### config.mk
export PLATFORM = sky130hd
export DESIGN_NAME = fir_out_fifo
export DESIGN_NICKNAME = d
export VERILOG_FILES = /design/src/rtl/fir_out_pkg.sv /design/src/rtl/fir_out_fifo_if.sv /design/src/rtl/fir_out_rndsat.sv /design/src/rtl/fir_out_fifo.sv
export SDC_FILE = /design/constraint.sdc
export NUM_CORES = 1
export LEC_CHECK = 0
export CAP_MARGIN = 15
export CORE_UTILIZATION = 26
export DETAILED_ROUTE_END_ITERATION = 7
export PLACE_DENSITY = 0.48
export SLEW_MARGIN = 20
export SYNTH_ARGS = -nofsm -noshare
export SYNTH_HDL_FRONTEND = slang
export SYNTH_SLANG_ARGS = --single-unit
### constraint.sdc
create_clock -name iClk_12MHz -period 7.7 [get_ports iClk_12MHz]
set_clock_uncertainty 0.2 [all_clocks]
set_input_delay 1.54 -clock iClk_12MHz [delete_from_list [all_inputs] [get_ports iClk_12MHz]]
set_output_delay 1.54 -clock iClk_12MHz [all_outputs]
set_load 0.05 [all_outputs]
### src/rtl/fir_out_pkg.sv
// rtl/fir_out_pkg.sv - shared widths and parameter defaults for the FIR output FIFO
package fir_out_pkg;
  localparam int FIR_W     = 16;
  localparam int DEPTH_DEF = 8;
  localparam int SHIFT_DEF = 4;
  localparam int OUT_W_DEF = 8;
endpackage

### src/rtl/fir_out_fifo_if.sv
// rtl/fir_out_fifo_if.sv - raw FIR sample in, rounded/clipped sample out of the round/saturate stage
interface fir_out_fifo_if import fir_out_pkg::*; #(
  parameter int OUT_W = OUT_W_DEF
);
  logic [FIR_W-1:0] fir;
  logic [OUT_W-1:0] sample;
  logic             sat;

  modport master (output fir, input sample, input sat);
  modport slave  (input fir, output sample, output sat);
endinterface

### src/rtl/fir_out_rndsat.sv
// rtl/fir_out_rndsat.sv - round half toward +inf, arithmetic shift, clip to OUT_W signed
module fir_out_rndsat import fir_out_pkg::*; #(
  parameter int SHIFT = SHIFT_DEF,
  parameter int OUT_W = OUT_W_DEF
) (
  fir_out_fifo_if.slave rs
);
  localparam int RND_I     = 1 << (SHIFT - 1);
  localparam int SAT_MAX_I = (1 << (OUT_W - 1)) - 1;
  localparam int SAT_MIN_I = -(1 << (OUT_W - 1));
  localparam logic signed [FIR_W:0] RND     = RND_I[FIR_W:0];
  localparam logic signed [FIR_W:0] SAT_MAX = SAT_MAX_I[FIR_W:0];
  localparam logic signed [FIR_W:0] SAT_MIN = SAT_MIN_I[FIR_W:0];

  // One guard bit is enough: max positive input plus the rounding constant still fits
  logic signed [FIR_W:0] w_ext;
  logic signed [FIR_W:0] w_sum;
  logic signed [FIR_W:0] w_shr;
  logic [OUT_W-1:0]      w_sample;
  logic                  w_sat;

  assign w_ext = {rs.fir[FIR_W-1], rs.fir};
  assign w_sum = w_ext + RND;
  assign w_shr = w_sum >>> SHIFT;

  always_comb begin
    w_sat    = 1'b0;
    w_sample = w_shr[OUT_W-1:0];
    if (w_shr > SAT_MAX) begin
      w_sat    = 1'b1;
      w_sample = SAT_MAX[OUT_W-1:0];
    end else if (w_shr < SAT_MIN) begin
      w_sat    = 1'b1;
      w_sample = SAT_MIN[OUT_W-1:0];
    end
  end

  assign rs.sample = w_sample;
  assign rs.sat    = w_sat;
endmodule

### src/rtl/fir_out_fifo.sv
// rtl/fir_out_fifo.sv - two-stage capture of FIR output samples into a no-fall-through FIFO
module fir_out_fifo import fir_out_pkg::*; #(
  parameter int DEPTH = DEPTH_DEF,
  parameter int SHIFT = SHIFT_DEF,
  parameter int OUT_W = OUT_W_DEF
) (
  input  logic                     iClk_12MHz,
  input  logic                     iRst,
  input  logic                     iEnSample_600kHz,
  input  logic [FIR_W-1:0]         iFirOut,
  input  logic                     iRdReady,
  output logic                     oRdValid,
  output logic [OUT_W-1:0]         oRdData,
  output logic                     oSatPulse,
  output logic [$clog2(DEPTH):0]   oLevel,
  output logic [7:0]               oDropCnt
);
  localparam int AW = $clog2(DEPTH);
  localparam logic [AW:0] PTR_ONE = 1;

  logic             r_s1_vld;
  logic             r_s2_vld;
  logic             r_s2_sat;
  logic [OUT_W-1:0] r_s2_data;
  logic             r_sat_pulse;
  logic [AW:0]      r_wr_ptr;
  logic [AW:0]      r_rd_ptr;
  logic [7:0]       r_drop_cnt;
  logic [OUT_W-1:0] r_mem [DEPTH];

  logic w_empty;
  logic w_full;
  logic w_pop;
  logic w_push;
  logic w_drop;

  fir_out_fifo_if #(.OUT_W(OUT_W)) w_rs ();
  assign w_rs.fir = iFirOut;

  fir_out_rndsat #(.SHIFT(SHIFT), .OUT_W(OUT_W)) u_rndsat (.rs(w_rs));

  assign w_empty = (r_wr_ptr == r_rd_ptr);
  assign w_full  = (r_wr_ptr[AW-1:0] == r_rd_ptr[AW-1:0]) && (r_wr_ptr[AW] != r_rd_ptr[AW]);
  assign w_pop   = !w_empty && iRdReady;
  // A pop in the same cycle frees the slot, so a full FIFO still accepts the write
  assign w_push  = r_s2_vld && (!w_full || w_pop);
  assign w_drop  = r_s2_vld && w_full && !w_pop;

  always_ff @(posedge iClk_12MHz) begin
    if (iRst) begin
      r_s1_vld    <= 1'b0;
      r_s2_vld    <= 1'b0;
      r_s2_sat    <= 1'b0;
      r_s2_data   <= '0;
      r_sat_pulse <= 1'b0;
      r_wr_ptr    <= '0;
      r_rd_ptr    <= '0;
      r_drop_cnt  <= '0;
    end else begin
      r_s1_vld    <= iEnSample_600kHz;
      r_s2_vld    <= r_s1_vld;
      r_s2_sat    <= r_s1_vld && w_rs.sat;
      r_s2_data   <= w_rs.sample;
      r_sat_pulse <= r_s2_vld && r_s2_sat;
      if (w_push) r_wr_ptr <= r_wr_ptr + PTR_ONE;
      if (w_pop)  r_rd_ptr <= r_rd_ptr + PTR_ONE;
      if (w_drop && r_drop_cnt != 8'hFF) r_drop_cnt <= r_drop_cnt + 8'd1;
    end
  end

  always_ff @(posedge iClk_12MHz) begin
    if (w_push) r_mem[r_wr_ptr[AW-1:0]] <= r_s2_data;
  end

  assign oRdValid  = !w_empty;
  assign oRdData   = w_empty ? '0 : r_mem[r_rd_ptr[AW-1:0]];
  assign oSatPulse = r_sat_pulse;
  assign oLevel    = r_wr_ptr - r_rd_ptr;
  assign oDropCnt  = r_drop_cnt;
endmodule

==> impl_metrics.env <==
export IMPL_syn_inst=291
export IMPL_endpoint="oRdData[1]"
export IMPL_period_needed_ns=4.34
export IMPL_powerDensity_mw_per_mm2=230
export IMPL_cts_root_buf="clkbuf_16"
export IMPL_worstRegToRegCells=5
export IMPL_grt_first_pass_wirelength_mm=12.8
export IMPL_finalSetupTns_ns=0
export IMPL_core_area_mm2=0.0152
export IMPL_cts_sinks=95
export IMPL_clock_latency_ns=0.33
export IMPL_first_global_vias=2378
export IMPL_r2r_end="r_mem[2][1]"
export IMPL_final_layout_size_suffix_gt1_share_pct=12.5
export IMPL_fin_nets=359
export IMPL_worstMarginPinSlew_ns=0.995
export IMPL_slew_viol_final=0
export IMPL_diodes=0
export IMPL_hold_class="flop to flop"
export IMPL_ff_latch_area_mm2=0.00254
export IMPL_fmax_mhz=230
export IMPL_critical_path_arrival_ns=2.60
export IMPL_clk_path_buf_depth=2
export IMPL_synth_seq_cells=95
export IMPL_wl_mm=8.14
export IMPL_routedWlPerCell_um=15.5
export IMPL_ys_async_sr_fraction_pct=0
export IMPL_path_class="flop to output pin"
export IMPL_cts_resized_gates=0
export IMPL_multi_input_area_mm2=0.00144
export IMPL_layout_common_cells="edfxtp_1 (64), clkdlybuf4s50_1 (38), nor2_1 (31), dfxtp_1 (31)"
export IMPL_io_buffers=38
export IMPL_die_y_um=127
export IMPL_rows=45
export IMPL_gr_total_overflow=0
export IMPL_cts_setup_buffers=0
export IMPL_finalWorstSetupSlack_ns=3.36
export IMPL_critPathMaxFanout=9
export IMPL_holdBufCountCts=0
export IMPL_fin_crit_sh_pct=56.4
export IMPL_r2r_start="r_wr_ptr[2]"
export IMPL_grt_use_total_pct=10.6
export IMPL_drc=0
export IMPL_slowest_delay_ns=0.82
export IMPL_peakVddDrop_v=0.000126
export IMPL_r2r_slack_ns=4.72
export IMPL_num_fill_cells=1541
export IMPL_drv_cap=0
export IMPL_syn_to_final_growth_pct=22.0
export IMPL_yosys_warnings=0
export IMPL_critPathLaunchType="flop"
export IMPL_synth_edf_count=64
export IMPL_drtIter0Drc=193
export IMPL_cts_tree="yes"
export IMPL_crit_start="r_wr_ptr[2]"
export IMPL_setup_viol=0
export IMPL_gp_congestion=0.750
export IMPL_worstHoldStart="r_s2_sat"
export IMPL_cp_cell_sequence="ha_1, and4_1, nor2_1, clkdlybuf4s50_1"
export IMPL_post_place_ws_ns=3.50
export IMPL_cts_buffers=9
export IMPL_p_leak_nw=1.54
export IMPL_synth_area_per_cell_um2=13.9
export IMPL_htreeDepth=3
export IMPL_ios=42
export IMPL_dr_pass1_iters=4
export IMPL_dieArea_mm2=0.0161
export IMPL_synth_distinct_cells=45
export IMPL_synth_nets=319
export IMPL_via_per_inst=4.68
export IMPL_antenna_found_initial=0
export IMPL_slew_headroom_pct=33.5
export IMPL_start_util_pct=26.7
export IMPL_synth_top_flop_cell="edfxtp_1"
export IMPL_status="finished, final reports clean"
export IMPL_via_count=2450
export IMPL_hold_depth=2
export IMPL_layout_commonest_cell="edfxtp_1"
export IMPL_dp_hpwl_mm=5.39
export IMPL_grt_max_degree=30
export IMPL_endpoint_kind="output pin"
export IMPL_syn_cell_area_mm2=0.00406
export IMPL_ant_nets=0
export IMPL_cp_slowest_cell="clkdlybuf4s50_1"
export IMPL_hold_viol_final=0
export IMPL_die_width_um=127
export IMPL_cts_clk_slew_worst_paths_ns=0.07
export IMPL_synth_yosys_seq_area_share_pct=62.7
export IMPL_required_ns=5.96
export IMPL_rsz0062_at_grt="no"
[cells by family (layout without fill, tap and decap cells)]
| family | after synthesis | count (layout) | synth area share, % |
|---|---|---|---|
| adders and majority gates | 8 | 8 | 2.65 |
| buffers and inverters | 20 | 65 | 2.16 |
| AOI/OAI and AO/OA | 27 | 27 | 5.18 |
| muxes | 24 | 24 | 10.9 |
| xor gates and xnor gates | 21 | 21 | 4.53 |
| and+or+nand+nor | 96 | 96 | 12.0 |
| DFF | 95 | 95 | 62.7 |
[cell usage after synthesis, types with 3 or more instances]
cell type	number	area [um2]
nand3_1	16	80.1
nand2_1	15	56.3
inv_1	9	33.8
mux2i_1	8	80.1
a21oi_1	7	35.0
ha_1	7	87.6
xor2_1	7	61.3
nor2b_1	3	18.8
mux4_2	16	360
xnor2_1	14	123
nor4_1	4	25.0
nor3_1	8	40.0
nor2_1	32	120
edfxtp_1	64	1920
clkbuf_1	5	18.8
dfxtp_1	31	621
o32ai_1	8	70.1
nand4_1	4	25.0
[through the flow]
step	std cells	utilization (%)	power [W]	hold slack [ns]	instance area [um2]
floorplan	291	-	0.000657	0.204	4060
global placement	508	30.5	0.000701	0.239	4640
detailed placement	508	30.5	0.000703	0.224	4640
CTS	524	32.5	0.00115	0.240	4950
global route	524	32.6	0.00118	0.260	4950
finish	524	32.6	0.00114	0.237	4950
[metal layers]
layer / vias up / share of wire [%] / global-route usage [%]
li1: 1191 / - / -
met1: 1210 / 47 / 13.4
met5: - / 0 / 0
met4: 0 / 0.54 / 2.94
met2: 47 / 50 / 18.1
met3: 2 / 2.8 / 2.61
[sequential cells by signal, summed over array words and instances (netlist names), named ones only]
name / cells
oDropCnt: 8
r_s2_vld: 1
r_mem: 64
r_s2_sat: 1
r_s1_vld: 1
r_s2_data: 8
r_wr_ptr: 4
oSatPulse: 1
r_rd_ptr: 4
[where the power goes]
group          leakage (nW)  switching [W]  internal (W)
sequential            0.836      0.0000107      0.000555
combinational         0.565      0.0000745     0.0000497
clock                 0.143       0.000190      0.000257
[how the worst min path moves through the flow]
| stage | endpoint | slack [ns] |
|---|---|---|
| after floorplan | oSatPulse | 0.20 |
| after global placement | oSatPulse | 0.24 |
| after detailed placement | oSatPulse | 0.22 |
| after CTS | oSatPulse | 0.24 |
| after global routing | oSatPulse | 0.26 |
| final | oSatPulse | 0.24 |
[worst max-delay path, delay by kind of cell (launching register included)]
| kind | cells | cell delay [ns] |
|---|---|---|
| flops | 1 | 0.51 |
| buf+inv | 1 | 0.82 |
| simple gates | 2 | 0.59 |
| fa+ha+maj | 1 | 0.34 |
[layout make-up]
cell class / instances / area share, %
timing repair buffer: 39 / 7.84
clock inverter: 6 / 1.54
tap: 188 / 4.75
multi-input combinational: 176 / 29.1
inverter: 10 / 0.759
sequential: 95 / 51.4
clock buffer: 10 / 4.63
(Power assumes the default switching activity.)
